File: src/rtl/rv32_mul_div_unit_pkg.sv
// Shared types and constants for the RV32M iterative multiply/divide unit.
// Holds the funct3 operation encodings, FSM state encodings and iteration count.
// Also provides small decode helpers for operand signedness.
package rv32_mul_div_unit_pkg;

    localparam int MD_XLEN        = 32;
    localparam int MD_ITER_CYCLES = 32;

    // Quotient returned for any division by zero.
    localparam logic [MD_XLEN-1:0] DIV_BY_ZERO_Q = '1;

    typedef enum logic [2:0] {
        MD_MUL    = 3'b000,
        MD_MULH   = 3'b001,
        MD_MULHSU = 3'b010,
        MD_MULHU  = 3'b011,
        MD_DIV    = 3'b100,
        MD_DIVU   = 3'b101,
        MD_REM    = 3'b110,
        MD_REMU   = 3'b111
    } md_op_e;

    typedef enum logic [1:0] {
        MD_IDLE = 2'b00,
        MD_BUSY = 2'b01,
        MD_DONE = 2'b10
    } md_state_e;

    // rs1 is treated as signed for MULH, MULHSU, DIV and REM.
    function automatic logic md_a_signed(input logic [2:0] op);
        return (op == MD_MULH) || (op == MD_MULHSU) || (op == MD_DIV) || (op == MD_REM);
    endfunction

    // rs2 is treated as signed for MULH, DIV and REM (MULHSU keeps rs2 unsigned).
    function automatic logic md_b_signed(input logic [2:0] op);
        return (op == MD_MULH) || (op == MD_DIV) || (op == MD_REM);
    endfunction

endpackage

File: src/rtl/rv32_mul_div_unit_if.sv
// Issue/result bundle between Execute + hazard unit (master) and the md unit (slave).
// Latency: none, pure wiring.
// Backpressure: none; the hazard unit stalls on running_o/done_o.
// Ports: start/op/operands/register indices/flush in; running/done/result/indices out.
interface rv32_mul_div_unit_if #(
    parameter int XLEN = 32
);
    logic            start_i;
    logic [2:0]      op_i;
    logic [XLEN-1:0] a_i;
    logic [XLEN-1:0] b_i;
    logic [4:0]      rd_i;
    logic [4:0]      rs1_i;
    logic [4:0]      rs2_i;
    logic            flush_i;
    logic            running_o;
    logic            done_o;
    logic [XLEN-1:0] result_o;
    logic [4:0]      rd_o;
    logic [4:0]      rs1_o;
    logic [4:0]      rs2_o;

    modport master (
        output start_i, op_i, a_i, b_i, rd_i, rs1_i, rs2_i, flush_i,
        input  running_o, done_o, result_o, rd_o, rs1_o, rs2_o
    );

    modport slave (
        input  start_i, op_i, a_i, b_i, rd_i, rs1_i, rs2_i, flush_i,
        output running_o, done_o, result_o, rd_o, rs1_o, rs2_o
    );

endinterface

File: src/rtl/rv32_mul_div_unit_div_core.sv
// Restoring unsigned divider datapath: one quotient bit per step_i pulse.
// Latency: XLEN step pulses after load_i for a full quotient/remainder.
// Backpressure: none; the owning FSM decides when to load and step.
// Ports: clk_i/rst_n_i, load_i with dividend_i/divisor_i, step_i; quot_o/rem_o.
module rv32_mul_div_unit_div_core #(
    parameter int XLEN = 32
) (
    input  logic            clk_i,
    input  logic            rst_n_i,
    input  logic            load_i,
    input  logic            step_i,
    input  logic [XLEN-1:0] dividend_i,
    input  logic [XLEN-1:0] divisor_i,
    output logic [XLEN-1:0] quot_o,
    output logic [XLEN-1:0] rem_o
);

    logic [XLEN-1:0] quot_q, quot_d;
    logic [XLEN-1:0] rem_q, rem_d;
    logic [XLEN-1:0] dvsr_q, dvsr_d;

    logic [XLEN:0]   rem_shift;
    logic            fits;
    logic [XLEN-1:0] rem_sub;

    // The dividend shifts out of quot_q MSB-first while quotient bits shift in.
    // The partial remainder is always below the divisor, so the subtraction
    // result fits in XLEN bits whenever it is kept.
    always_comb begin
        rem_shift = {rem_q, quot_q[XLEN-1]};
        fits      = rem_shift >= {1'b0, dvsr_q};
        rem_sub   = rem_shift[XLEN-1:0] - dvsr_q;

        quot_d = quot_q;
        rem_d  = rem_q;
        dvsr_d = dvsr_q;
        if (load_i) begin
            quot_d = dividend_i;
            rem_d  = '0;
            dvsr_d = divisor_i;
        end else if (step_i) begin
            quot_d = {quot_q[XLEN-2:0], fits};
            rem_d  = fits ? rem_sub : rem_shift[XLEN-1:0];
        end
    end

    always_ff @(posedge clk_i or negedge rst_n_i) begin
        if (!rst_n_i) begin
            quot_q <= '0;
            rem_q  <= '0;
            dvsr_q <= '0;
        end else begin
            quot_q <= quot_d;
            rem_q  <= rem_d;
            dvsr_q <= dvsr_d;
        end
    end

    assign quot_o = quot_q;
    assign rem_o  = rem_q;

endmodule

File: src/rtl/rv32_mul_div_unit.sv
// RV32M iterative multiply/divide unit (MUL/MULH/MULHSU/MULHU/DIV/DIVU/REM/REMU).
// Latency: ITER_CYCLES+1 cycles to done_o; div-by-zero and signed overflow finish next cycle.
// Backpressure: none; start_i outside IDLE is ignored, hazard unit stalls on running_o/done_o.
// Ports: clk_i, rst_n_i (async active-low), md (slave side of rv32_mul_div_unit_if).
module rv32_mul_div_unit
    import rv32_mul_div_unit_pkg::*;
#(
    parameter int XLEN        = MD_XLEN,
    parameter int ITER_CYCLES = MD_ITER_CYCLES
) (
    input  logic               clk_i,
    input  logic               rst_n_i,
    rv32_mul_div_unit_if.slave md
);

    localparam int            CW       = $clog2(ITER_CYCLES + 1);
    localparam logic [CW-1:0] CNT_LOAD = CW'(ITER_CYCLES);
    localparam logic [CW-1:0] CNT_LAST = CW'(1);

    localparam logic [1:0] S_IDLE = MD_IDLE;
    localparam logic [1:0] S_BUSY = MD_BUSY;
    localparam logic [1:0] S_DONE = MD_DONE;

    localparam logic [XLEN-1:0] MIN_NEG = {1'b1, {(XLEN-1){1'b0}}};

    logic [1:0]        state_q, state_d;
    logic [2:0]        op_q, op_d;
    logic [4:0]        rd_q, rd_d;
    logic [4:0]        rs1_q, rs1_d;
    logic [4:0]        rs2_q, rs2_d;
    logic              neg_q, neg_d;
    logic              fast_q, fast_d;
    logic [CW-1:0]     cnt_q, cnt_d;
    logic [2*XLEN-1:0] acc_q, acc_d;
    logic [XLEN-1:0]   mcand_q, mcand_d;

    // Issue-side decode.
    logic            accept;
    logic            in_div;
    logic            a_neg, b_neg;
    logic [XLEN-1:0] a_mag, b_mag;
    logic            res_neg_in;
    logic            b_zero, ovf, fast_in;
    logic [XLEN-1:0] fast_res;

    // Multiplier step.
    logic [XLEN-1:0]   mul_addend;
    logic [XLEN:0]     mul_sum;
    logic [2*XLEN-1:0] acc_step;

    // Divider and result selection.
    logic              div_step;
    logic [XLEN-1:0]   quot, rem;
    logic [2*XLEN-1:0] prod_fix;
    logic [XLEN-1:0]   quot_fix, rem_fix, res_sel;

    always_comb begin
        accept  = (state_q == S_IDLE) && md.start_i && !md.flush_i;
        in_div  = md.op_i[2];
        a_neg   = md_a_signed(md.op_i) && md.a_i[XLEN-1];
        b_neg   = md_b_signed(md.op_i) && md.b_i[XLEN-1];
        a_mag   = a_neg ? -md.a_i : md.a_i;
        b_mag   = b_neg ? -md.b_i : md.b_i;
        // Remainder takes the dividend's sign; everything else is sign(a)^sign(b).
        // Unsigned forms never set either flag, so they never get negated.
        res_neg_in = (md.op_i == MD_REM) ? a_neg : (a_neg ^ b_neg);

        b_zero  = (md.b_i == '0);
        ovf     = ((md.op_i == MD_DIV) || (md.op_i == MD_REM)) &&
                  (md.a_i == MIN_NEG) && (md.b_i == '1);
        fast_in = in_div && (b_zero || ovf);
        // op[1] separates REM* from DIV*. Overflow quotient equals a (MIN_NEG).
        if (b_zero) begin
            fast_res = md.op_i[1] ? md.a_i : XLEN'(DIV_BY_ZERO_Q);
        end else begin
            fast_res = md.op_i[1] ? '0 : md.a_i;
        end
    end

    // Shift-add: the multiplier sits in the low half of acc and is consumed
    // from bit 0 while partial sums enter from the top with their carry.
    always_comb begin
        mul_addend = acc_q[0] ? mcand_q : '0;
        mul_sum    = {1'b0, acc_q[2*XLEN-1:XLEN]} + {1'b0, mul_addend};
        acc_step   = {mul_sum, acc_q[XLEN-1:1]};
    end

    always_comb begin
        state_d = state_q;
        op_d    = op_q;
        rd_d    = rd_q;
        rs1_d   = rs1_q;
        rs2_d   = rs2_q;
        neg_d   = neg_q;
        fast_d  = fast_q;
        cnt_d   = cnt_q;
        acc_d   = acc_q;
        mcand_d = mcand_q;

        case (state_q)
            S_IDLE: begin
                if (accept) begin
                    op_d   = md.op_i;
                    rd_d   = md.rd_i;
                    rs1_d  = md.rs1_i;
                    rs2_d  = md.rs2_i;
                    neg_d  = res_neg_in;
                    fast_d = fast_in;
                    if (fast_in) begin
                        // Fast result parks in the low half of acc.
                        acc_d   = {{XLEN{1'b0}}, fast_res};
                        state_d = S_DONE;
                    end else begin
                        acc_d   = {{XLEN{1'b0}}, b_mag};
                        mcand_d = a_mag;
                        cnt_d   = CNT_LOAD;
                        state_d = S_BUSY;
                    end
                end
            end
            S_BUSY: begin
                if (md.flush_i) begin
                    state_d = S_IDLE;
                    rd_d    = '0;
                    rs1_d   = '0;
                    rs2_d   = '0;
                end else begin
                    if (!op_q[2]) begin
                        acc_d = acc_step;
                    end
                    cnt_d = cnt_q - CNT_LAST;
                    if (cnt_q == CNT_LAST) begin
                        state_d = S_DONE;
                    end
                end
            end
            S_DONE: begin
                // Result is committed here; flush has no effect.
                state_d = S_IDLE;
                rd_d    = '0;
                rs1_d   = '0;
                rs2_d   = '0;
                neg_d   = 1'b0;
                fast_d  = 1'b0;
            end
            default: begin
                state_d = S_IDLE;
            end
        endcase
    end

    always_ff @(posedge clk_i or negedge rst_n_i) begin
        if (!rst_n_i) begin
            state_q <= S_IDLE;
            op_q    <= '0;
            rd_q    <= '0;
            rs1_q   <= '0;
            rs2_q   <= '0;
            neg_q   <= 1'b0;
            fast_q  <= 1'b0;
            cnt_q   <= '0;
            acc_q   <= '0;
            mcand_q <= '0;
        end else begin
            state_q <= state_d;
            op_q    <= op_d;
            rd_q    <= rd_d;
            rs1_q   <= rs1_d;
            rs2_q   <= rs2_d;
            neg_q   <= neg_d;
            fast_q  <= fast_d;
            cnt_q   <= cnt_d;
            acc_q   <= acc_d;
            mcand_q <= mcand_d;
        end
    end

    assign div_step = (state_q == S_BUSY) && op_q[2] && !md.flush_i;

    rv32_mul_div_unit_div_core #(
        .XLEN (XLEN)
    ) u_div_core (
        .clk_i      (clk_i),
        .rst_n_i    (rst_n_i),
        .load_i     (accept),
        .step_i     (div_step),
        .dividend_i (a_mag),
        .divisor_i  (b_mag),
        .quot_o     (quot),
        .rem_o      (rem)
    );

    // The product must be negated as a full 2*XLEN value before the high
    // half is taken; negating only the high half would be off by a borrow.
    always_comb begin
        prod_fix = neg_q ? -acc_q : acc_q;
        quot_fix = neg_q ? -quot : quot;
        rem_fix  = neg_q ? -rem : rem;
        res_sel  = '0;
        if (fast_q) begin
            res_sel = acc_q[XLEN-1:0];
        end else begin
            case (op_q)
                MD_MUL:                       res_sel = prod_fix[XLEN-1:0];
                MD_MULH, MD_MULHSU, MD_MULHU: res_sel = prod_fix[2*XLEN-1:XLEN];
                MD_DIV, MD_DIVU:              res_sel = quot_fix;
                default:                      res_sel = rem_fix;
            endcase
        end
    end

    assign md.running_o = (state_q == S_BUSY);
    assign md.done_o    = (state_q == S_DONE);
    assign md.result_o  = (state_q == S_DONE) ? res_sel : '0;
    assign md.rd_o      = rd_q;
    assign md.rs1_o     = rs1_q;
    assign md.rs2_o     = rs2_q;

endmodule

File: src/flat_wrapper.sv
// flat-port wrapper written by rule: the top's interface ports become plain ports
module rv32_mul_div_unit_flat import rv32_mul_div_unit_pkg::*;
#(
    parameter int XLEN        = MD_XLEN,
    parameter int ITER_CYCLES = MD_ITER_CYCLES
)
  (clk_i, rst_n_i, md_start_i, md_op_i, md_a_i, md_b_i, md_rd_i, md_rs1_i, md_rs2_i, md_flush_i, md_running_o, md_done_o, md_result_o, md_rd_o, md_rs1_o, md_rs2_o);
  rv32_mul_div_unit_if #(.XLEN(XLEN)) md_i ();
  input  logic clk_i;
  input  logic rst_n_i;
  input wire logic [$bits(md_i.start_i)-1:0] md_start_i;
  input wire logic [$bits(md_i.op_i)-1:0] md_op_i;
  input wire logic [$bits(md_i.a_i)-1:0] md_a_i;
  input wire logic [$bits(md_i.b_i)-1:0] md_b_i;
  input wire logic [$bits(md_i.rd_i)-1:0] md_rd_i;
  input wire logic [$bits(md_i.rs1_i)-1:0] md_rs1_i;
  input wire logic [$bits(md_i.rs2_i)-1:0] md_rs2_i;
  input wire logic [$bits(md_i.flush_i)-1:0] md_flush_i;
  output wire logic [$bits(md_i.running_o)-1:0] md_running_o;
  output wire logic [$bits(md_i.done_o)-1:0] md_done_o;
  output wire logic [$bits(md_i.result_o)-1:0] md_result_o;
  output wire logic [$bits(md_i.rd_o)-1:0] md_rd_o;
  output wire logic [$bits(md_i.rs1_o)-1:0] md_rs1_o;
  output wire logic [$bits(md_i.rs2_o)-1:0] md_rs2_o;
  assign md_i.start_i = md_start_i;
  assign md_i.op_i = md_op_i;
  assign md_i.a_i = md_a_i;
  assign md_i.b_i = md_b_i;
  assign md_i.rd_i = md_rd_i;
  assign md_i.rs1_i = md_rs1_i;
  assign md_i.rs2_i = md_rs2_i;
  assign md_i.flush_i = md_flush_i;
  assign md_running_o = md_i.running_o;
  assign md_done_o = md_i.done_o;
  assign md_result_o = md_i.result_o;
  assign md_rd_o = md_i.rd_o;
  assign md_rs1_o = md_i.rs1_o;
  assign md_rs2_o = md_i.rs2_o;
  rv32_mul_div_unit #(.XLEN(XLEN), .ITER_CYCLES(ITER_CYCLES)) u_core (.clk_i(clk_i), .rst_n_i(rst_n_i), .md(md_i));
endmodule
File: config.mk
export PLATFORM = sky130hd
export DESIGN_NAME = rv32_mul_div_unit_flat
export DESIGN_NICKNAME = d
export VERILOG_FILES = /design/src/rtl/rv32_mul_div_unit_pkg.sv /design/src/rtl/rv32_mul_div_unit_if.sv /design/src/rtl/rv32_mul_div_unit_div_core.sv /design/src/rtl/rv32_mul_div_unit.sv /design/src/flat_wrapper.sv
export SDC_FILE = /design/constraint.sdc
export NUM_CORES = 1
export LEC_CHECK = 0
export ABC_AREA = 1
export CORE_ASPECT_RATIO = 1.75
export CORE_MARGIN = 2
export CORE_UTILIZATION = 35
export DETAILED_ROUTE_END_ITERATION = 7
export PLACE_DENSITY = 0.61
export SLEW_MARGIN = 20
export SYNTH_ARGS = -nofsm -noshare
export SYNTH_HDL_FRONTEND = slang
export SYNTH_SLANG_ARGS = --single-unit
export TNS_END_PERCENT = 1
File: constraint.sdc
create_clock -name clk_i -period 6.4 [get_ports clk_i]
set_input_delay 0.96 -clock clk_i [delete_from_list [all_inputs] [get_ports clk_i]]
set_output_delay 0.96 -clock clk_i [all_outputs]
set_load 0.02 [all_outputs]
==> impl_metrics.ini <==
[global_routing]
gr-total-overflow = 0
grt_max_degree = 145
grt_first_pass_wirelength_um = 150000
antenna_found_initial = 0
first_global_vias = 24170
grt_usage = 0.326

[power_and_ir_drop]
power_density_mw_per_mm2 = 517
leakage_nw = 11.8
power_mw = 12.3
vdd_drop_max_uv = 272

[sta]
maxSlewViolCount = 0
max_freq_ghz = 0.192
hold_violations = 0
grt_setup_unrepaired = false
period_share = 0.813
whs_ns = 0.356
relSlewSlack = 0.383
worst_pin_slew_ns = 0.922
final.setup.worst_slack_ns = 1.20
min_period_ns = 5.20
setup_violations = 0
finalClockSkew_ns = 0.0208
setup_tns_ns = 0

[synthesis]
synthFlopType = dfrtp_1
synth-edff-count = 0
async_reset_ff_frac = 1.00
syn-instance-count = 3503
yosysWarningCount = 0
avgSynthCellArea_um2 = 5.99
syn_nets = 3667
ys_types = 53
ys_seq_area_frac = 0.262
synth_area_mm2 = 0.0210
yosys_register_bits = 220

[finish]
area.growth.synth_to_final_pct = 13.6
final_net_count = 3736
final_util = 0.402
most-common-layout-cells = nand2_1 (1043), nor2_1 (420), inv_1 (384)
fin_area_mm2 = 0.0238
mostFrequentLayoutCell = nand2_1
fin_cells = 4369
drive_gt1_frac = 0.0307

[clock_tree]
worst_skew_pair.late_latency_ns = 0.58
cts_tree = built
post_cts.resized_instances = 0
clockRootBuffer = clkbuf_16
post-cts-setup-buffers = 0
cts_buffer_depth = 3
cts_sinks = 220
path_clk_slew_ns = 0.07
cts_inserted_buffers = 24
htree_levels = 1
hold_buffers = 0

[route]
routed_via_density = 5.56
drt-total-wl_um = 102000
vias = 24273
routedWlPerCell_um = 23.4
remaining_drc_errors = 0
ant_nets = 0
first_iter_violations = 2167
firstDrtPassIters = 8

[critical_path]
worstSetupStartpointType = flip-flop
reg2regPathDepth = 8
path_max_fanout = 34
critPathKind = flip-flop to primary output
r2r-end = u_core.acc_q[32]
crit_end = md_result_o[4]
crit_start = u_core.acc_q[0]
arrival_ns = 4.24
critPathRequiredTime_ns = 5.44
timing.rr.start = u_core.state_q[1]
crit_path_end_kind = primary output
regToRegSetupSlack_ns = 2.68

[floorplan]
initial_core_util = 0.354
die_y_um = 328
coreArea_mm2 = 0.0592
die-area_mm2 = 0.0620
rows = 118
io_pins = 135
die_w_um = 189

[place]
dp.cells = 4326
place_congestion = 1.04
dp.final_hpwl_um = 82600
placed_cell_area_mm2 = 0.0230
port_buffers = 134
post-place-ws_ns = 1.89

[hold_path]
hold_class = primary input to async pin

[job]
max-cap-violations = 0

[status]
status = completed
-- power breakdown --
group / internal [mW] / switching, mW / leakage [nW]
Clock: 0.828 / 0.662 / 0.393
Sequential: 1.96 / 0.863 / 2.84
Combinational: 2.37 / 5.64 / 8.58
Total: 5.16 / 7.17 / 11.8
-- synthesized netlist by cell type, drive strengths merged (7+ instances only) --
master / instances / area [um^2]
o21a: 7 / 52.6
o221ai: 28 / 245
a21oi: 198 / 991
nor3: 34 / 181
clkbuf: 72 / 270
inv: 396 / 1490
o21ai: 325 / 1630
a21o: 10 / 75.1
nand3b: 9 / 67.6
nand2: 1049 / 3960
a22oi: 15 / 113
o22ai: 15 / 93.8
a21boi: 8 / 60.1
ha: 76 / 951
buf: 45 / 244
nor4: 10 / 62.6
nand4: 61 / 388
nand3: 351 / 1770
xor2: 51 / 447
dfrtp: 220 / 5510
o21bai: 12 / 90.1
nor2: 428 / 1650
xnor2: 27 / 236
o211ai: 17 / 128
a31oi: 11 / 68.8
-- final cells by class --
cell class,instances,area (um^2)
well taps,780,976
clock inverters,14,179
diodes,1,2.50
clock buffers,28,626
repair buffers,160,1550
inverters,402,1520
fillers,6520,35400
flip-flops and latches,220,5510
multi-input cells,2764,13500
-- logic make-up after synthesis --
| kind of cell | count (synthesis) | share of synthesized area |
|---|---|---|
| AOI/OAI and AO/OA | 654 | 0.172 |
| xor gates and xnor gates | 78 | 0.0326 |
| adders and majority gates | 78 | 0.0472 |
| buffers and inverters | 519 | 0.0968 |
| DFF | 220 | 0.262 |
| and+or+nand+nor | 1954 | 0.388 |
-- worst max-delay path, stage by stage (launching register included) --
cell	delay, ns
dfrtp_1	0.73
inv_2	0.23
ha_1	0.23
nand3_1	0.20
nor2_1	0.36
nand4_1	0.17
nand2_1	0.23
nand2_1	0.16
nand2_1	0.09
nand2_1	0.05
o21ai_0	0.20
nand2_1	0.07
a21oi_1	0.26
clkdlybuf4s50_1	0.68
-- worst min-delay path by stage --
stage / startpoint / end / slack, ns / depth (start not counted)
after CTS: rst_n_i / u_core.md.rd_o[2] / 0.38 / 1
final: rst_n_i / u_core.u_div_core.dvsr_q[10] / 0.36 / 1
after global placement: u_core.mcand_q[1] / u_core.mcand_q[1] / 0.46 / 2
after detailed placement: u_core.mcand_q[20] / u_core.mcand_q[20] / 0.46 / 2
after global routing: rst_n_i / u_core.u_div_core.dvsr_q[10] / 0.39 / 1
after floorplan: u_core.mcand_q[10] / u_core.mcand_q[10] / 0.44 / 2
-- flip-flops by register name, summed over array words and instances, names as in the netlist, 2 cells and up --
name	flops
u_core.u_div_core.dvsr_q	32
u_core.u_div_core.rem_o	32
u_core.u_div_core.quot_o	32
u_core.md.rd_o	5
u_core.mcand_q	32
u_core.md.rs1_o	5
u_core.op_q	3
u_core.state_q	2
u_core.acc_q	64
u_core.md.rs2_o	5
u_core.cnt_q	6
-- per-layer routing --
| layer | global-route usage | vias to the layer above | wire [um] |
|---|---|---|---|
| li1 | - | 11644 | - |
| met1 | 0.322 | 11284 | 34200 |
| met2 | 0.585 | 991 | 50400 |
| met3 | 0.0286 | 354 | 4980 |
| met4 | 0.325 | 0 | 12400 |
| met5 | 0 | - | 0 |
No activity file was read; power rests on OpenSTA's default activity.
